### src/rtl/fifo_uart_pkg.sv
// Shared types and constants for the FIFO-fed UART transmitter.
package fifo_uart_pkg;

    typedef enum logic [2:0] {
        IDLE,
        POP,
        LOAD,
        START,
        DATA,
        STOP
    } state_t;

    localparam int unsigned DEFAULT_DATA_WIDTH   = 8;
    localparam int unsigned DEFAULT_CLKS_PER_BIT = 868;

    // Cycles from the falling start edge until the line is back in IDLE.
    function automatic int unsigned frame_cycles(input int unsigned data_width,
                                                 input int unsigned clks_per_bit);
        return (data_width + 2) * clks_per_bit;
    endfunction

endpackage

### src/rtl/fifo_uart_baud_tick.sv
// Bit-period counter: runs 0..CLKS_PER_BIT-1, synchronous clear, one-cycle tick on the last count.
module fifo_uart_baud_tick #(
    parameter int unsigned CLKS_PER_BIT = 868
) (
    input  logic clk,
    input  logic rst,
    input  logic i_clear,
    output logic o_tick,
    output logic o_pre_tick
);

    localparam int unsigned CNT_W = $clog2(CLKS_PER_BIT);
    localparam logic [CNT_W-1:0] CNT_LAST = CNT_W'(CLKS_PER_BIT - 1);
    localparam logic [CNT_W-1:0] CNT_PRE  = CNT_W'(CLKS_PER_BIT - 2);

    logic [CNT_W-1:0] r_cnt;
    logic             w_at_last;

    assign w_at_last = (r_cnt == CNT_LAST);

    always_ff @(posedge clk or posedge rst) begin
        if (rst) begin
            r_cnt <= '0;
        end else if (i_clear || w_at_last) begin
            r_cnt <= '0;
        end else begin
            r_cnt <= r_cnt + 1'b1;
        end
    end

    // Pre-tick lets the parent register a pulse that lines up with the tick cycle.
    assign o_tick     = !i_clear && w_at_last;
    assign o_pre_tick = !i_clear && (r_cnt == CNT_PRE);

endmodule

### src/rtl/fifo_uart_tx.sv
// Drains bytes from a synchronous FIFO and shifts them out as start/data/stop UART frames.
module fifo_uart_tx
    import fifo_uart_pkg::*;
#(
    parameter int unsigned DATA_WIDTH   = DEFAULT_DATA_WIDTH,
    parameter int unsigned CLKS_PER_BIT = DEFAULT_CLKS_PER_BIT
) (
    input  logic                  clk,
    input  logic                  rst,
    input  logic                  en,
    input  logic                  fifo_empty,
    input  logic [DATA_WIDTH-1:0] fifo_dout,
    output logic                  fifo_rd_en,
    output logic                  tx,
    output logic                  busy,
    output logic                  tx_done
);

    localparam int unsigned IDX_W = (DATA_WIDTH > 1) ? $clog2(DATA_WIDTH) : 1;
    localparam logic [IDX_W-1:0] IDX_LAST = IDX_W'(DATA_WIDTH - 1);

    state_t                r_state;
    state_t                w_state_nxt;
    logic [DATA_WIDTH-1:0] r_shift;
    logic [DATA_WIDTH-1:0] w_shift_nxt;
    logic [IDX_W-1:0]      r_bit_idx;
    logic                  r_tx;
    logic                  r_rd_en;
    logic                  r_busy;
    logic                  r_tx_done;
    logic                  w_clear;
    logic                  w_tick;
    logic                  w_pre_tick;
    logic                  w_bit_last;

    // Counter only runs while a bit is on the line; LOAD clears it for START.
    assign w_clear     = !(r_state inside {START, DATA, STOP});
    assign w_bit_last  = (r_bit_idx == IDX_LAST);
    assign w_shift_nxt = r_shift >> 1;

    fifo_uart_baud_tick #(
        .CLKS_PER_BIT(CLKS_PER_BIT)
    ) u_baud (
        .clk       (clk),
        .rst       (rst),
        .i_clear   (w_clear),
        .o_tick    (w_tick),
        .o_pre_tick(w_pre_tick)
    );

    always_ff @(posedge clk or posedge rst) begin
        if (rst) begin
            r_state <= IDLE;
        end else begin
            r_state <= w_state_nxt;
        end
    end

    always_comb begin
        w_state_nxt = r_state;
        case (r_state)
            IDLE:    if (en && !fifo_empty) w_state_nxt = POP;
            POP:     w_state_nxt = LOAD;
            LOAD:    w_state_nxt = START;
            START:   if (w_tick) w_state_nxt = DATA;
            DATA:    if (w_tick && w_bit_last) w_state_nxt = STOP;
            STOP:    if (w_tick) w_state_nxt = IDLE;
            default: w_state_nxt = IDLE;
        endcase
    end

    always_ff @(posedge clk or posedge rst) begin
        if (rst) begin
            r_shift   <= '0;
            r_bit_idx <= '0;
            r_tx      <= 1'b1;
            r_rd_en   <= 1'b0;
            r_busy    <= 1'b0;
            r_tx_done <= 1'b0;
        end else begin
            r_rd_en   <= (w_state_nxt == POP);
            r_busy    <= (w_state_nxt != IDLE);
            r_tx_done <= (r_state == STOP) && w_pre_tick;
            case (r_state)
                LOAD: begin
                    r_shift   <= fifo_dout;
                    r_bit_idx <= '0;
                    r_tx      <= 1'b0;
                end
                START: begin
                    if (w_tick) r_tx <= r_shift[0];
                end
                DATA: begin
                    if (w_tick) begin
                        if (w_bit_last) begin
                            r_tx <= 1'b1;
                        end else begin
                            r_shift   <= w_shift_nxt;
                            r_tx      <= w_shift_nxt[0];
                            r_bit_idx <= r_bit_idx + 1'b1;
                        end
                    end
                end
                default: ;
            endcase
        end
    end

    assign fifo_rd_en = r_rd_en;
    assign tx         = r_tx;
    assign busy       = r_busy;
    assign tx_done    = r_tx_done;

endmodule

### config.mk
export PLATFORM = sky130hd
export DESIGN_NAME = fifo_uart_tx
export DESIGN_NICKNAME = d
export VERILOG_FILES = /design/src/rtl/fifo_uart_pkg.sv /design/src/rtl/fifo_uart_baud_tick.sv /design/src/rtl/fifo_uart_tx.sv
export SDC_FILE = /design/constraint.sdc
export NUM_CORES = 1
export LEC_CHECK = 0
export ABC_CLOCK_PERIOD_IN_PS = 4900
export CAP_MARGIN = 40
export CELL_PAD_IN_SITES_DETAIL_PLACEMENT = 0
export CELL_PAD_IN_SITES_GLOBAL_PLACEMENT = 2
export CORE_MARGIN = 3
export CORE_UTILIZATION = 40
export CTS_CLUSTER_DIAMETER = 40
export DETAILED_ROUTE_END_ITERATION = 12
export GPL_TIMING_DRIVEN = 0
export PLACE_DENSITY_LB_ADDON = 0.1
export SLEW_MARGIN = 10
export SYNTH_ARGS = -nofsm -noshare
export SYNTH_HDL_FRONTEND = slang
export SYNTH_HIERARCHICAL = 1
export SYNTH_SLANG_ARGS = --single-unit
### constraint.sdc
create_clock -name clk -period 4.9 [get_ports clk]
set_input_delay 0.98 -clock clk [delete_from_list [all_inputs] [get_ports clk]]
set_output_delay 0.98 -clock clk [all_outputs]
set_load 0.005 [all_outputs]
# == Yosys cells after proc, flatten, opt, wreduce, memory -nomap -nowiden ==
# Index checks and enable logic that the tools add are counted.
# classes
reduce_logical,15
addsub,2
n_eq_ne,12
muxes,16
# ops
operator,count
"10-bit == test, second input constant",2
3-bit 2-to-1 mux,6
3-bit case mux with 6 select lines,1
8-bit 2-to-1 mux,2
8-bit case mux with 2 select lines,1
"10-bit by 1-bit adder with 10-bit output, second input constant",1
10-bit 2-to-1 mux,1
"3-bit == test, second input constant",3
3-bit nonzero test,3
"3-bit by 1-bit == test with 1-bit output, second input constant",2
"3-bit by 2-bit == test with 1-bit output, second input constant",2
"2-bit inequality test, second input constant",3
3-bit case mux with 2 select lines,1
3-bit AND reduction,2
1-bit logical AND,5
"3-bit by 1-bit adder with 3-bit output, second input constant",1
3-bit zero test,1
1-bit 2-to-1 mux,3
1-bit case mux with 3 select lines,1
1-bit zero test,2
2-bit nonzero test,1
1-bit logical OR,1
# totals
word_cells,53
output_inout_bits,4
ff_bits,28

# == Longest topological paths before layout ==
# logic_depth
word_depth,7
ltp_mapped,8

# == Modules after synthesis ==
# The synthesis kept the hierarchy.
# modules_own_cells
module,n_inst,cells_each,area_per_inst_um2,seq_area_each_um2
fifo_uart_tx,1,80,987.2,451.7
fifo_uart_baud_tick,1,53,530.5,250.2

# == Worst setup path before layout ==
# OpenSTA, ideal clock, no wires.
# synth_path
kind,reg-to-reg
start,register r_state[0]
end,register r_bit_idx[0]
setup_time_ns,0.128
path_buffers,2
period_less_slack_ns,2.269
stages_incl_launch_ff,9
setup_slack_ns,2.631
required_time_ns,4.772
arrival_ns,2.142
path_cell_list,dfrtp_1 > buf_2 > and2_1 > a21oi_1 > nor3b_1 > nand4bb_1 > a21oi_1 > buf_6 > mux2_1
# synth_via
elab_chain_cells,5
word_cells_on_any_way,11
classes_between,eq/ne: 6; mux: 1; reduce/logical: 4
# synth_lines
element,line_no,rtl
start: declaration,fifo_uart_tx.sv:22,state_t r_state;
start signal: assignment,fifo_uart_tx.sv:55,r_state <= w_state_nxt;
3-bit by 2-bit == test with 1-bit output / 3-bit == test (equally long branches),fifo_uart_tx.sv:37,"assign w_clear = !(r_state inside {START, DATA, STOP});"
3-bit nonzero test *,fifo_uart_tx.sv:37,
1-bit logical AND *,fifo_uart_baud_tick.sv:32,assign o_tick = !i_clear && w_at_last;
via w_tick,fifo_uart_tx.sv:32,logic w_tick;
2-bit inequality test (no line) *,n/a,
3-bit AND reduction (no line) *,n/a,
end signal: assignment,fifo_uart_tx.sv:100,r_bit_idx <= r_bit_idx + 1'b1;
end: declaration,fifo_uart_tx.sv:26,logic [IDX_W-1:0] r_bit_idx;
# Mark *: on every way through the listed nets, which the timed path passes. The rest lies on a longest branch.
# A chain may end at the register's enable or synchronous reset.

# == Final worst setup path ==
# layout_path
start,register u_baud.r_cnt[2]
end,register r_bit_idx[0]
# layout_via
elab_chain_cells,4
# layout_lines
element,line_no,rtl
start: declaration,fifo_uart_baud_tick.sv:16,logic [CNT_W-1:0] r_cnt;
start signal: assignment,fifo_uart_baud_tick.sv:27,r_cnt <= r_cnt + 1'b1;
10-bit == test,fifo_uart_baud_tick.sv:19,assign w_at_last = (r_cnt == CNT_LAST);
1-bit logical AND,fifo_uart_baud_tick.sv:32,
via w_tick,fifo_uart_tx.sv:32,
2-bit inequality test (no line),n/a,
3-bit AND reduction (no line),n/a,
# The timed path passes the listed nets, and every way through them passes these cells.

==> metrics <==
outcome finished clean; mean routed wirelength per cell 13.68 um; vias in the first global route 995; setup violators final 0; cell accounting for the most synthesized area sky130_fd_sc_hd__dfrtp_1; pin count of the biggest net entering global routing 19; post-route setup slack 2.171 ns; CTS Hold Buffers Added 0; Top Family by Delay on Critical Path simple AND/OR/NAND/NOR gates; HP Class register to register; global-route wire length before repair 4.740 mm; Num CTS Buffers 3; last weighted congestion value of the routability-driven placer 0.7860; number of pins with negative max-slew slack in the final report 0; clock-pin slew on the worst setup and hold paths 0.10 ns; required time of the critical path 5.07 ns; Clock Sink Count 28; Routed Antenna Nets 0; Mapped Area 1518 um2; unrepaired setup endpoints after global routing no; CP peak stage delay 0.66 ns; antenna violations before repair 0; critical-path cell list nor3_1 -> nand3_1 -> nor3b_1 -> nand4bb_1 -> a21oi_1 -> buf_6 -> mux2_1; GRT Util Overall 13.81%; distinct cell type count of the synthesized netlist 44; actual slew at the worst max-slew pin 0.7843 ns; Antenna diodes 0; count of final hold-check violations 0; critical path start-end classification register to register; H-tree Lvls 1; buffer and inverter count on the worst path 1; Setup Fix Bufs, Post-CTS 0; relative slew slack 47.60%; Non-Filler Instances 198; PortBufs 15; cell types with the largest area share after synthesis sky130_fd_sc_hd__dfrtp_1, sky130_fd_sc_hd__mux2_4, sky130_fd_sc_hd__ha_1; violation count after the first detailed-routing iteration 53; leakage power 0.7853 nW; Crit-path slowest cell sky130_fd_sc_hd__nor3b_1; total congestion overflow 0; most frequent cell after synthesis sky130_fd_sc_hd__dfrtp_1; final setup skew about 0.0060 ns; Max Cap Viol 0; vias per cell about 5; leading register cell type out of synthesis sky130_fd_sc_hd__dfrtp_1; capturing element type of the critical path register; setup TNS after final layout 0 ns; post-route clock period utilization 55.68%; die area 4569 um2; synthesis-stage register bit count 28; Detail Placement HPWL 1.944 mm; area share of the largest cell type after synthesis 44.52%; Startpoint Class register; die height 67.60 um; Root Driver sky130_fd_sc_hd__clkbuf_8; layout overhead on the synthesized area 18.38%; # DRC 0; Critical Path AT roughly 2.9 ns; Post-CTS Resized 0; synthesized area per cell 11.41 um2; clk buf depth 2; post-detailed-routing wire length around 2.7 mm; part of the Yosys area used for sequential elements a little under half; CTS tree done; fmax 366.5 MHz; starting utilization of the core area 43.43%; NumNets Final 169; clock insertion delay at the later pin of the skew report 0.27 ns; via count roughly 1,000; top cells by instance count after synthesis sky130_fd_sc_hd__dfrtp_1, sky130_fd_sc_hd__mux2_4, sky130_fd_sc_hd__nand2_1; crit path time final 2.729 ns; count of flip-flops with a built-in enable after synthesis 0; net count after synthesis 149; number of warnings printed during yosys synthesis 6; ys async rst share 100.0%; number of detailed-route iterations in the first pass 4; worst voltage drop across the vdd grid roughly 130 uV; die outline width 67.60 um; cell count after placement between 150 and 200; Pwr per Cell Area 347.2 nW/um2; maximum net fanout on the critical path 10; Syn Inst Count between 100 and 150; fraction of final layout cells sized beyond drive strength 1 21.05%; # IOs 16; Row Count 21; total core area 3495 um2; Worst Setup Slack post-DPL 2.205 ns
==> per-stage QoR <==
stage / hold slack, ns / utilization [%] / instance area [um2] / total power, W
2_1_floorplan: 0.4746 / - / 1518 / 0.0004053
5_1_grt: 0.5441 / 51.41 / 1797 / 0.0006665
3_5_place_dp: 0.4971 / 49.37 / 1725 / 0.0004445
3_3_place_gp: 0.4931 / 49.37 / 1725 / 0.0004400
4_1_cts: 0.5199 / 51.41 / 1797 / 0.0006307
6_report: 0.5138 / 51.41 / 1797 / 0.0006238
==> area by class of cell <==
| type | instances | area, um2 |
|---|---|---|
| inverter | 7 | 26.28 |
| sequential | 28 | 701.9 |
| fill | 318 | 1698 |
| multi-input combinational | 93 | 749.5 |
| buffer | 5 | 40.04 |
| clock inverter | 1 | 30.03 |
| timing repair buffer | 15 | 150.1 |
| clock buffer | 3 | 41.29 |
| tap | 46 | 57.56 |
==> cell families (layout without fill, tap and decap cells) <==
kind of cell	count (synthesis)	after routing	synth area share, %
xor+xnor	3	3	1.732
buf+inv	12	31	4.370
mux	18	18	16.16
simple gates	46	46	18.88
fa+ha+maj	4	4	3.298
compound gates	22	22	9.316
flops	28	28	46.25
==> cells in the final DEF, fill, tap and decap left out, types with 2 or more instances in the layout <==
| master | n |
|---|---|
| sky130_fd_sc_hd__dfrtp_1 | 27 |
| sky130_fd_sc_hd__clkdlybuf4s50_1 | 15 |
| sky130_fd_sc_hd__mux2_4 | 12 |
| sky130_fd_sc_hd__nand2_1 | 8 |
| sky130_fd_sc_hd__a21oi_1 | 7 |
| sky130_fd_sc_hd__inv_1 | 7 |
| sky130_fd_sc_hd__nor2_1 | 7 |
| sky130_fd_sc_hd__o21ai_0 | 6 |
| sky130_fd_sc_hd__ha_1 | 4 |
| sky130_fd_sc_hd__nor2b_1 | 3 |
| sky130_fd_sc_hd__nand2b_1 | 3 |
| sky130_fd_sc_hd__mux2_2 | 3 |
| sky130_fd_sc_hd__and3_1 | 3 |
| sky130_fd_sc_hd__clkbuf_8 | 3 |
| sky130_fd_sc_hd__nand3_1 | 3 |
| sky130_fd_sc_hd__buf_6 | 2 |
| sky130_fd_sc_hd__mux2i_1 | 2 |
| sky130_fd_sc_hd__buf_2 | 2 |
| sky130_fd_sc_hd__nor3_1 | 2 |
| sky130_fd_sc_hd__nand4_1 | 2 |
| sky130_fd_sc_hd__o31ai_1 | 2 |
| sky130_fd_sc_hd__or3_2 | 2 |
| sky130_fd_sc_hd__xor2_1 | 2 |
| sky130_fd_sc_hd__nor3b_1 | 2 |
==> power by group <==
part,switching (W),leakage [nW],total (W),internal [W]
combinational,0.0000549,0.405,0.000120,0.0000647
sequential,0.0000483,0.345,0.000322,0.000274
clock,0.0000730,0.0357,0.000182,0.000109
==> worst paths after layout <==
| path | start | endpoint | depth (start not counted) | slack [ns] |
|---|---|---|---|---|
| hold / removal | u_baud/r_cnt[0] | u_baud/r_cnt[0] | 1 | 0.51 |
| setup / recovery | u_baud/r_cnt[2] | r_bit_idx[0] | 7 | 2.17 |
| min in group asynchronous | rst | u_baud/r_cnt[3] | 2 | 1.02 |
| setup reg to reg | u_baud/r_cnt[2] | r_bit_idx[0] | 7 | 2.17 |
| max in group asynchronous | rst | r_shift[2] | 2 | 3.30 |
| hold reg to reg | u_baud/r_cnt[0] | u_baud/r_cnt[0] | 1 | 0.51 |
==> layer usage <==
| layer | global-route usage, % | share of wire (%) |
|---|---|---|
| met5 | 0 | 0 |
| met4 | 4.557 | 0.59 |
| met3 | 1.997 | 3.0 |
| met2 | 20.53 | 44 |
| met1 | 20.37 | 52 |
==> state kept, by name, indices dropped and copies added (netlist names) <==
name	count
fifo_rd_en	1
tx	1
r_shift	8
r_bit_idx	3
busy	1
u_baud/r_cnt	10
r_state	3
tx_done	1
Note: power is estimated with default switching activity, not from simulation.
